===== src/rtl/clk_div_gen_if.sv =====
// ---------------------------------------------------------------------------
// clk_div_gen_if
// Control/status bundle between a clock-divider user and clk_div_gen.
// EDGE_CNT is present only when CLK_DIV_GEN_EDGE_COUNT_EN is defined.
// Revision: 1.0  initial release
// ---------------------------------------------------------------------------
`default_nettype none

interface clk_div_gen_if #(
  parameter int DIV_W = 8
);
  logic             EN;
  logic [DIV_W-1:0] DIV;
  logic             LOAD;
  logic             LOAD_ACK;
  logic             PEND;
  logic             ACTIVE;
  logic             RISE;
  logic             O;
`ifdef CLK_DIV_GEN_EDGE_COUNT_EN
  logic [31:0]      EDGE_CNT;

  modport master (output EN, DIV, LOAD,
                  input  LOAD_ACK, PEND, ACTIVE, RISE, O, EDGE_CNT);
  modport slave  (input  EN, DIV, LOAD,
                  output LOAD_ACK, PEND, ACTIVE, RISE, O, EDGE_CNT);
`else
  modport master (output EN, DIV, LOAD,
                  input  LOAD_ACK, PEND, ACTIVE, RISE, O);
  modport slave  (input  EN, DIV, LOAD,
                  output LOAD_ACK, PEND, ACTIVE, RISE, O);
`endif
endinterface

`default_nettype wire


===== src/rtl/clk_div_gen.sv =====
// ---------------------------------------------------------------------------
// clk_div_gen
// Programmable divider producing a registered clock O from fabric clock C,
// intended as the source feeding a clock buffer input. Run/stop and ratio
// changes take effect only on period boundaries, so O never glitches.
// Optional: define CLK_DIV_GEN_EDGE_COUNT_EN to add the 32-bit EDGE_CNT
// rising-edge counter.
// DEFAULT_DIV must be >= 2 and < 2**DIV_W.
// Revision: 1.0  initial release
// ---------------------------------------------------------------------------
`default_nettype none

module clk_div_gen #(
  parameter int DIV_W       = 8,
  parameter int DEFAULT_DIV = 2
) (
  input  wire logic      C,
  input  wire logic      R,
  clk_div_gen_if.slave   bus
);

  localparam logic [0:0]       c_IDLE    = 1'b0;
  localparam logic [0:0]       c_RUN     = 1'b1;
  localparam logic [DIV_W-1:0] c_DEF_DIV = DIV_W'(DEFAULT_DIV);
  localparam logic [DIV_W-1:0] c_MIN_DIV = DIV_W'(2);

  logic [0:0]       state_q,   state_d;
  logic [DIV_W-1:0] cnt_q,     cnt_d;
  logic [DIV_W-1:0] cur_div_q, cur_div_d;
  logic [DIV_W-1:0] pend_div_q, pend_div_d;
  logic             pend_q,    pend_d;
  logic             o_q,       o_d;
  logic             rise_q,    rise_d;
  logic             ack_q,     ack_d;
  logic             active_q;
`ifdef CLK_DIV_GEN_EDGE_COUNT_EN
  logic [31:0]      edge_cnt_q;
`endif

  logic [DIV_W-1:0] w_load_div;
  logic [DIV_W-1:0] w_high;
  logic [DIV_W-1:0] w_cnt_inc;
  logic             w_wrap;

  // Ratios below 2 cannot form a high and a low phase, so they become 2.
  assign w_load_div = (bus.DIV < c_MIN_DIV) ? c_MIN_DIV : bus.DIV;
  // High phase gets the extra cycle for odd ratios: H = N - floor(N/2).
  assign w_high     = cur_div_q - (cur_div_q >> 1);
  assign w_cnt_inc  = cnt_q + 1'b1;
  assign w_wrap     = (cnt_q == (cur_div_q - 1'b1));

  // State register: all divider state, with synchronous reset.
  always_ff @(posedge C) begin
    if (R) begin
      state_q    <= c_IDLE;
      cnt_q      <= '0;
      cur_div_q  <= c_DEF_DIV;
      pend_div_q <= c_DEF_DIV;
      pend_q     <= 1'b0;
      o_q        <= 1'b0;
      rise_q     <= 1'b0;
      ack_q      <= 1'b0;
      active_q   <= 1'b0;
    end else begin
      state_q    <= state_d;
      cnt_q      <= cnt_d;
      cur_div_q  <= cur_div_d;
      pend_div_q <= pend_div_d;
      pend_q     <= pend_d;
      o_q        <= o_d;
      rise_q     <= rise_d;
      ack_q      <= ack_d;
      active_q   <= (state_d == c_RUN);
    end
  end

`ifdef CLK_DIV_GEN_EDGE_COUNT_EN
  // Count every generated rising edge, in step with the RISE pulse.
  always_ff @(posedge C) begin
    if (R) begin
      edge_cnt_q <= '0;
    end else if (rise_d) begin
      edge_cnt_q <= edge_cnt_q + 32'd1;
    end
  end
`endif

  // Next-state logic: period counting, boundary-only ratio/run changes.
  always_comb begin
    state_d    = state_q;
    cnt_d      = cnt_q;
    cur_div_d  = cur_div_q;
    pend_div_d = pend_div_q;
    pend_d     = pend_q;
    o_d        = o_q;
    rise_d     = 1'b0;
    ack_d      = 1'b0;
    case (state_q)
      c_IDLE: begin
        cnt_d = '0;
        o_d   = 1'b0;
        // No period is running, so any waiting ratio applies right away.
        if (pend_q) begin
          cur_div_d = pend_div_q;
          pend_d    = 1'b0;
          ack_d     = 1'b1;
        end
        if (bus.LOAD) begin
          cur_div_d = w_load_div;
          pend_d    = 1'b0;
          ack_d     = 1'b1;
        end
        if (bus.EN) begin
          state_d = c_RUN;
          o_d     = 1'b1;
          rise_d  = 1'b1;
        end
      end
      default: begin
        if (!w_wrap) begin
          cnt_d = w_cnt_inc;
          o_d   = (w_cnt_inc < w_high);
        end else begin
          // Period boundary: swap in a waiting ratio, then stop or restart.
          if (pend_q) begin
            cur_div_d = pend_div_q;
            pend_d    = 1'b0;
            ack_d     = 1'b1;
          end
          cnt_d = '0;
          if (!bus.EN) begin
            state_d = c_IDLE;
            o_d     = 1'b0;
          end else begin
            o_d    = 1'b1;
            rise_d = 1'b1;
          end
        end
        // A capture on the wrap edge waits for the following boundary.
        if (bus.LOAD) begin
          pend_div_d = w_load_div;
          pend_d     = 1'b1;
        end
      end
    endcase
  end

  // Output drive: every output comes straight from a register.
  always_comb begin
    bus.O        = o_q;
    bus.RISE     = rise_q;
    bus.LOAD_ACK = ack_q;
    bus.PEND     = pend_q;
    bus.ACTIVE   = active_q;
`ifdef CLK_DIV_GEN_EDGE_COUNT_EN
    bus.EDGE_CNT = edge_cnt_q;
`endif
  end

endmodule

`default_nettype wire


===== src/flat_wrapper.sv =====
// flat-port wrapper written by rule: the top's interface ports become plain ports
module clk_div_gen_flat 
#(
  parameter int DIV_W       = 8,
  parameter int DEFAULT_DIV = 2
)
  (C, R, bus_EN, bus_DIV, bus_LOAD, bus_LOAD_ACK, bus_PEND, bus_ACTIVE, bus_RISE, bus_O);
  clk_div_gen_if #(.DIV_W(DIV_W)) bus_i ();
  input  wire logic C;
  input  wire logic R;
  input wire logic [$bits(bus_i.EN)-1:0] bus_EN;
  input wire logic [$bits(bus_i.DIV)-1:0] bus_DIV;
  input wire logic [$bits(bus_i.LOAD)-1:0] bus_LOAD;
  output wire logic [$bits(bus_i.LOAD_ACK)-1:0] bus_LOAD_ACK;
  output wire logic [$bits(bus_i.PEND)-1:0] bus_PEND;
  output wire logic [$bits(bus_i.ACTIVE)-1:0] bus_ACTIVE;
  output wire logic [$bits(bus_i.RISE)-1:0] bus_RISE;
  output wire logic [$bits(bus_i.O)-1:0] bus_O;
  assign bus_i.EN = bus_EN;
  assign bus_i.DIV = bus_DIV;
  assign bus_i.LOAD = bus_LOAD;
  assign bus_LOAD_ACK = bus_i.LOAD_ACK;
  assign bus_PEND = bus_i.PEND;
  assign bus_ACTIVE = bus_i.ACTIVE;
  assign bus_RISE = bus_i.RISE;
  assign bus_O = bus_i.O;
  clk_div_gen #(.DIV_W(DIV_W), .DEFAULT_DIV(DEFAULT_DIV)) u_core (.C(C), .R(R), .bus(bus_i));
endmodule

===== config.mk =====
export PLATFORM = sky130hd
export DESIGN_NAME = clk_div_gen_flat
export DESIGN_NICKNAME = d
export VERILOG_FILES = /design/src/rtl/clk_div_gen_if.sv /design/src/rtl/clk_div_gen.sv /design/src/flat_wrapper.sv
export SDC_FILE = /design/constraint.sdc
export NUM_CORES = 1
export LEC_CHECK = 0
export ABC_AREA = 1
export CAP_MARGIN = 25
export CORE_MARGIN = 2
export CORE_UTILIZATION = 30
export DETAILED_ROUTE_END_ITERATION = 10
export PLACE_DENSITY_LB_ADDON = 0.3
export SLEW_MARGIN = 20
export SYNTH_ARGS = -nofsm -noshare
export SYNTH_HDL_FRONTEND = slang
export SYNTH_SLANG_ARGS = --single-unit

===== constraint.sdc =====
create_clock -name C -period 3.1 [get_ports C]
set_input_delay 0.31 -clock C [delete_from_list [all_inputs] [get_ports C]]
set_output_delay 0.31 -clock C [all_outputs]
set_load 0.005 [all_outputs]

==> results.cfg, run 1 <==
[grt]
antenna_found_initial = 0
grt_pass1_vias = 1752
grt_pass1_wl_um = 7940
grt_max_degree = 18
grt_overflow_total = 0
grt_usage_pct = 13.2

[power]
p_per_area_nw_per_um2 = 535
p_int_w = 0.000846
p_switching_w = 0.000461
vdd_ir_drop_max_mv = 0.231
p_comb_share_pct = 33.9
pwr-share-clk_pct = 33.1
p_leak_nw = 1.19
sw_frac_of_total_pct = 35.3
p_seq_share_pct = 33.0

[clocking]
cts_setup_buffers = 0
clk_pin_slew_ps = 70
clk_latency_ps = 300
post_cts_resized = 0
cts_tree = yes
clockRootBuffer = clkbuf_8
htree_levels = 2
postCtsHoldBufs = 0
clkSinkCount = 29
clockBufferDepth = 2
cts_buffers = 5

[sta]
slew-limit-headroom_pct = 66.7
setup_ws_ps = 700
fin_worst_skew_ps = 8.13
maxSlewViolCount = 0
worst_pin_slew_ps = 500
finalHoldViolCount = 0
max_freq_mhz = 417
setup_viol = 0
fin_crit_sh_pct = 77.4
setup_tns_ps = 0
final.min_clock_period_ps = 2400
rsz0062_at_grt = no

[placed_design]
port_buffers = 16
gp_congestion = 0.834
pre_cts_ws_ps = 702
place_hpwl_um = 3640
placed_cells = 404

[critical_path]
cp-endpoint = u_core.bus.O$_SDFF_PP0_
cp_common_cell = nand2_1
critical_path.endpoint_type = flip-flop
cp-startpoint = u_core.cur_div_q[2]$_SDFFE_PP0P_
criticalPathCategory = flip-flop to flip-flop
cp_max_fo = 6
r2r_start = u_core.cur_div_q[2]$_SDFFE_PP0P_
required_ps = 3340
regToRegEndpoint = u_core.bus.O$_SDFF_PP0_
slowest_delay_ps = 390
worstPathCellList = inv_1 > ha_1 > nor2_1 > nor2_1 > o21bai_1 > a21oi_1 > o21ai_0 > xor2_1 > ha_1 > a21oi_1 > nand2_1 > nand2_1 > nand4_1 > nand2_1
rrSetupSlack_ps = 700
cpMaxStageDelayCell = dfxtp_1
rr_worst_depth = 14
cp-start-kind = flip-flop
critical_path_arrival_ps = 2640

[floorplanning]
die_h_um = 87.3
core-area_sq_um = 6760
num_io_pins = 17
initial_utilization_pct = 30.8
num_rows = 30
die_w_um = 87.3
die_area_sq_um = 7620

[status]
status = complete, no violations

[route]
wl_um = 4670
vias_per_cell = 4.58
wire_per_inst_um = 11.3
dr.pass1.iters = 4
ant_nets = 0
initialDrtViolationCount = 67
vias = 1887
drc = 0

[finish]
nFillCells = 745
fin_cells = 412
multi_input_area_sq_um = 1320
drive_above_1_share_pct = 6.02
seq_area_sq_um = 581
num_antenna_cells = 0
nets = 367
area_delta_synth_final_pct = 17.4

[synthesis]
ys_types = 27
synthCells = 311
yosysWarningCount = 0
synth_nets = 347
syn_area_per_cell_sq_um = 6.69
synth-seq-cells = 29
ys_seq_area_share_pct = 27.9
synthesis.area_sq_um = 2080

[job]
cap_viol_max_count = 0

[hold_path]
min_path_type = flip-flop to flip-flop
## logic make-up after synthesis
| logic type | Yosys count | share of synthesized area (%) |
|---|---|---|
| compound gates | 47 | 11.8 |
| buf+inv | 46 | 8.84 |
| fa+ha+maj | 24 | 14.8 |
| simple gates | 155 | 32.5 |
| flops | 29 | 27.9 |
| xor+xnor | 10 | 4.21 |
## through the flow
step | power (W) | hold WS, ps | util (%) | cell area, sq um
after floorplan | 0.000776 | 410 | - | 2080
after CTS | 0.00132 | 462 | 36.1 | 2440
after detailed placement | 0.000886 | 451 | 34.4 | 2320
after global routing | 0.00141 | 489 | 36.1 | 2440
after global placement | 0.000878 | 445 | 34.4 | 2320
final | 0.00131 | 459 | 36.1 | 2440
## worst max-delay path: cells and delay by family (launching register included)
| family | cells | cell delay (ps) |
|---|---|---|
| xor+xnor | 1 | 160 |
| compound gates | 4 | 640 |
| flops | 1 | 390 |
| fa+ha+maj | 2 | 540 |
| simple gates | 6 | 430 |
| buf+inv | 1 | 160 |
## placed cells by master (no fill, tap or decap), drive strengths merged, types with 2 or more instances in the layout
| cell | netlist | routed |
|---|---|---|
| clkdlybuf4s50 | 0 | 16 |
| xor2 | 9 | 9 |
| ha | 23 | 23 |
| o21ai | 27 | 27 |
| dfxtp | 29 | 29 |
| a21oi | 16 | 16 |
| nand3b | 2 | 2 |
| nand4 | 3 | 3 |
| nor3 | 4 | 4 |
| clkbuf | 3 | 6 |
| nor2 | 35 | 35 |
| nand3 | 25 | 25 |
| inv | 42 | 42 |
| nand2 | 85 | 85 |
## how the worst min path moves through the flow
stage	start	end	cells after the start
finish	u_core.pend_div_q[7]$_SDFFE_PP0P_	u_core.pend_div_q[7]$_SDFFE_PP0P_	2
global route	u_core.pend_div_q[7]$_SDFFE_PP0P_	u_core.pend_div_q[7]$_SDFFE_PP0P_	2
CTS	u_core.pend_div_q[7]$_SDFFE_PP0P_	u_core.pend_div_q[7]$_SDFFE_PP0P_	2
detailed placement	u_core.pend_div_q[7]$_SDFFE_PP0P_	u_core.pend_div_q[7]$_SDFFE_PP0P_	2
global placement	u_core.pend_div_q[7]$_SDFFE_PP0P_	u_core.pend_div_q[7]$_SDFFE_PP0P_	2
floorplan	R	u_core.pend_div_q[1]$_SDFFE_PP1P_	2
## Yosys cell counts, drive strengths merged
library cell	n	area share [%]
nand2	85	17
inv	42	7.6
nor2	35	6.7
dfxtp	29	28
o21ai	27	6.5
nand3	25	6.0
ha	23	14
a21oi	16	3.8
xor2	9	3.8
nor3	4	0.96
clkbuf	3	0.72
nand4	3	1.2
nand3b	2	0.72
a211oi	1	0.36
a21boi	1	0.36
buf	1	0.54
fa	1	0.96
nor4	1	0.30
o211ai	1	0.36
o21bai	1	0.36
xnor2	1	0.42
## metal layers
metal  share of wire, %  global-route usage, %
met5                  0                      0
met4                1.0                   4.20
met3                3.1                   2.65
met2                 44                   20.7
met1                 52                   18.2
## layout make-up
class                      instances  share of cell area (%)
clock buffer                       6                    3.38
sequential                        29                    23.8
timing repair buffer              17                    6.86
multi-input combinational        236                    53.9
tap                               80                    4.10
inverter                          42                    6.45
clock inverter                     2                    1.54
## power by group through the flow
stage               combinational, W  sequential [W]  clock (W)
floorplan                   0.000343        0.000433          0
global placement            0.000439        0.000440          0
detailed placement          0.000446        0.000440          0
CTS                         0.000447        0.000431   0.000441
global route                0.000517        0.000437   0.000457
finish                      0.000443        0.000431   0.000433
## flip-flops by register name, indices dropped and copies added, names as in the netlist
| name | count |
|---|---|
| u_core.cnt_q | 8 |
| u_core.cur_div_q | 8 |
| u_core.pend_div_q | 8 |
| u_core.bus.ACTIVE | 1 |
| u_core.bus.LOAD_ACK | 1 |
| u_core.bus.O | 1 |
| u_core.bus.PEND | 1 |
| u_core.bus.RISE | 1 |
Note: power is estimated with default switching activity, not from simulation.
==> run 2: changes to the inputs <==
- clock period: 3.1 -> 2.5 ns (I/O delays scaled with it)
==> run 2 against run 1 <==
  * Design area is 2.0% higher
  * Largest power group unchanged
  * Utilization is 0.74 points higher
  * Wire length is 0.69% higher
  * Setup slack worse by 500 ps
  * Register-to-register slack worse by 500 ps
  * Global-route usage is 0.36 points higher
==> results.cfg, run 2 (same netlist as run 1, synthesis figures left out) <==
[finish]
drive_above_1_share_pct = 9.52
num_antenna_cells = 0
finish.utilization_pct = 36.9
final_cell_mix = nand2_1, inv_1, nor2_1
area_delta_synth_final_pct = 19.8
multi_input_area_sq_um = 1330
reg.largest.list = u_core.cnt_q: 8 flops, u_core.cur_div_q: 8 flops, u_core.pend_div_q: 8 flops
seq_area_sq_um = 584
nets = 371
nFillCells = 756
final_common_cell = nand2_1

[grt]
grt_usage_pct = 13.6
grt_max_degree = 18
grt_pass1_wl_um = 8260
antenna_found_initial = 0
grt_overflow_total = 0
grt_pass1_vias = 1925

[route]
drc = 0
vias_per_cell = 4.65
initialDrtViolationCount = 59
dr.pass1.iters = 4
vias = 1936
wire_per_inst_um = 11.3
ant_nets = 0
wl_um = 4700

[sta]
max_freq_mhz = 436
fin_worst_skew_ps = 11.5
worst_pin_slew_ps = 502
setup_tns_ps = 0
finalHoldViolCount = 0
rsz0062_at_grt = no
final.min_clock_period_ps = 2300
slew-limit-headroom_pct = 66.5
maxSlewViolCount = 0
setup_viol = 0
fin_crit_sh_pct = 91.8

[job]
cap_viol_max_count = 0

[critical_path]
cp-start-kind = flip-flop
regToRegEndpoint = u_core.bus.O$_SDFF_PP0_
critical_path_arrival_ps = 2520
critical_path.endpoint_type = flip-flop
cp_max_fo = 5
required_ps = 2720
r2r_start = u_core.cur_div_q[0]$_SDFFE_PP0P_
criticalPathCategory = flip-flop to flip-flop
rr_worst_depth = 16
rrSetupSlack_ps = 200

[hold_path]
min_path_cells = 2
min_path_type = flip-flop to flip-flop
worstHoldStart = u_core.pend_div_q[7]$_SDFFE_PP0P_
min_to = u_core.pend_div_q[7]$_SDFFE_PP0P_

[clocking]
cts_setup_buffers = 0
cts_tree = yes
htree_levels = 2
clkSinkCount = 29
clockBufferDepth = 2
cts_buffers = 5
post_cts_resized = 0
clk_pin_slew_ps = 70
clk_latency_ps = 280
postCtsHoldBufs = 0
clockRootBuffer = clkbuf_8

[floorplanning]
die_area_sq_um = 7620
num_rows = 30
initial_utilization_pct = 30.8
num_io_pins = 17
die_h_um = 87.3
core-area_sq_um = 6760
die_w_um = 87.3

[power]
p_seq_share_pct = 32.7
pwr-share-clk_pct = 31.9
p_leak_nw = 1.21
power_w = 0.00163
p_per_area_nw_per_um2 = 653
vdd_ir_drop_max_mv = 0.322
p_switching_w = 0.000561
p_int_w = 0.00107
sw_frac_of_total_pct = 34.4
p_comb_share_pct = 35.4

[placed_design]
place_hpwl_um = 3720
gp_congestion = 0.854
port_buffers = 16

[status]
status = complete, no violations
-- run 2: power by group through the flow --
| stage | Combinational (W) | Sequential [W] | Clock, W |
|---|---|---|---|
| floorplan | 0.000426 | 0.000537 | 0 |
| global placement | 0.000560 | 0.000541 | 0 |
| detailed placement | 0.000569 | 0.000541 | 0 |
| CTS | 0.000572 | 0.000530 | 0.000531 |
| global route | 0.000671 | 0.000539 | 0.000551 |
| finish | 0.000576 | 0.000533 | 0.000520 |
-- run 2: stage by stage --
stage | area [sq um] | worst slack (ps) | hold WS (ps) | cells
floorplan | 2080 | 328 | 350 | 311
finish | 2490 | 205 | 452 | 416
global placement | 2350 | 172 | 446 | 408
CTS | 2470 | 76.3 | 457 | 416
detailed placement | 2350 | 95.7 | 447 | 408
global route | 2490 | 5.71 | 473 | 416
-- run 2: worst max path at each step --
stage	startpoint	endpoint	slack, ps	depth (start not counted)
floorplan	u_core.cur_div_q[1]$_SDFFE_PP1P_	u_core.bus.O$_SDFF_PP0_	330	14
global placement	u_core.cur_div_q[1]$_SDFFE_PP1P_	u_core.bus.O$_SDFF_PP0_	170	16
detailed placement	u_core.cur_div_q[2]$_SDFFE_PP0P_	u_core.bus.O$_SDFF_PP0_	100	16
CTS	u_core.cur_div_q[1]$_SDFFE_PP1P_	u_core.bus.O$_SDFF_PP0_	80	16
global route	u_core.cur_div_q[1]$_SDFFE_PP1P_	u_core.bus.O$_SDFF_PP0_	6	15
finish	u_core.cur_div_q[0]$_SDFFE_PP0P_	u_core.bus.O$_SDFF_PP0_	200	16
-- run 2: worst max-delay path, stage by stage (launching register included) --
cell	delay [ps]
dfxtp_2	350
inv_2	60
ha_1	160
inv_1	70
fa_1	410
nand2_1	110
nand2_1	60
nand2_1	80
nand2_1	50
a21oi_1	150
xor2_1	180
ha_1	240
nand2_1	60
inv_1	30
nand2_1	60
nand4_1	100
nand2_1	70
-- run 2: area by class of cell --
| class | count | area share, % |
|---|---|---|
| Clock buffer | 6 | 3.31 |
| Clock inverter | 2 | 1.51 |
| Inverter | 42 | 6.33 |
| Multi-Input combinational cell | 236 | 53.5 |
| Sequential cell | 29 | 23.4 |
| Tap cell | 80 | 4.02 |
| Timing Repair Buffer | 21 | 7.93 |
-- run 2: per-layer routing --
layer	global-route usage [%]	routed length (um)	share of wire, %	vias up
li1	-	-	-	1047
met1	17.2	2410	51	850
met2	23.2	2080	44	33
met3	3.13	151	3.2	6
met4	3.22	55	1.2	0
met5	0	0	0	-
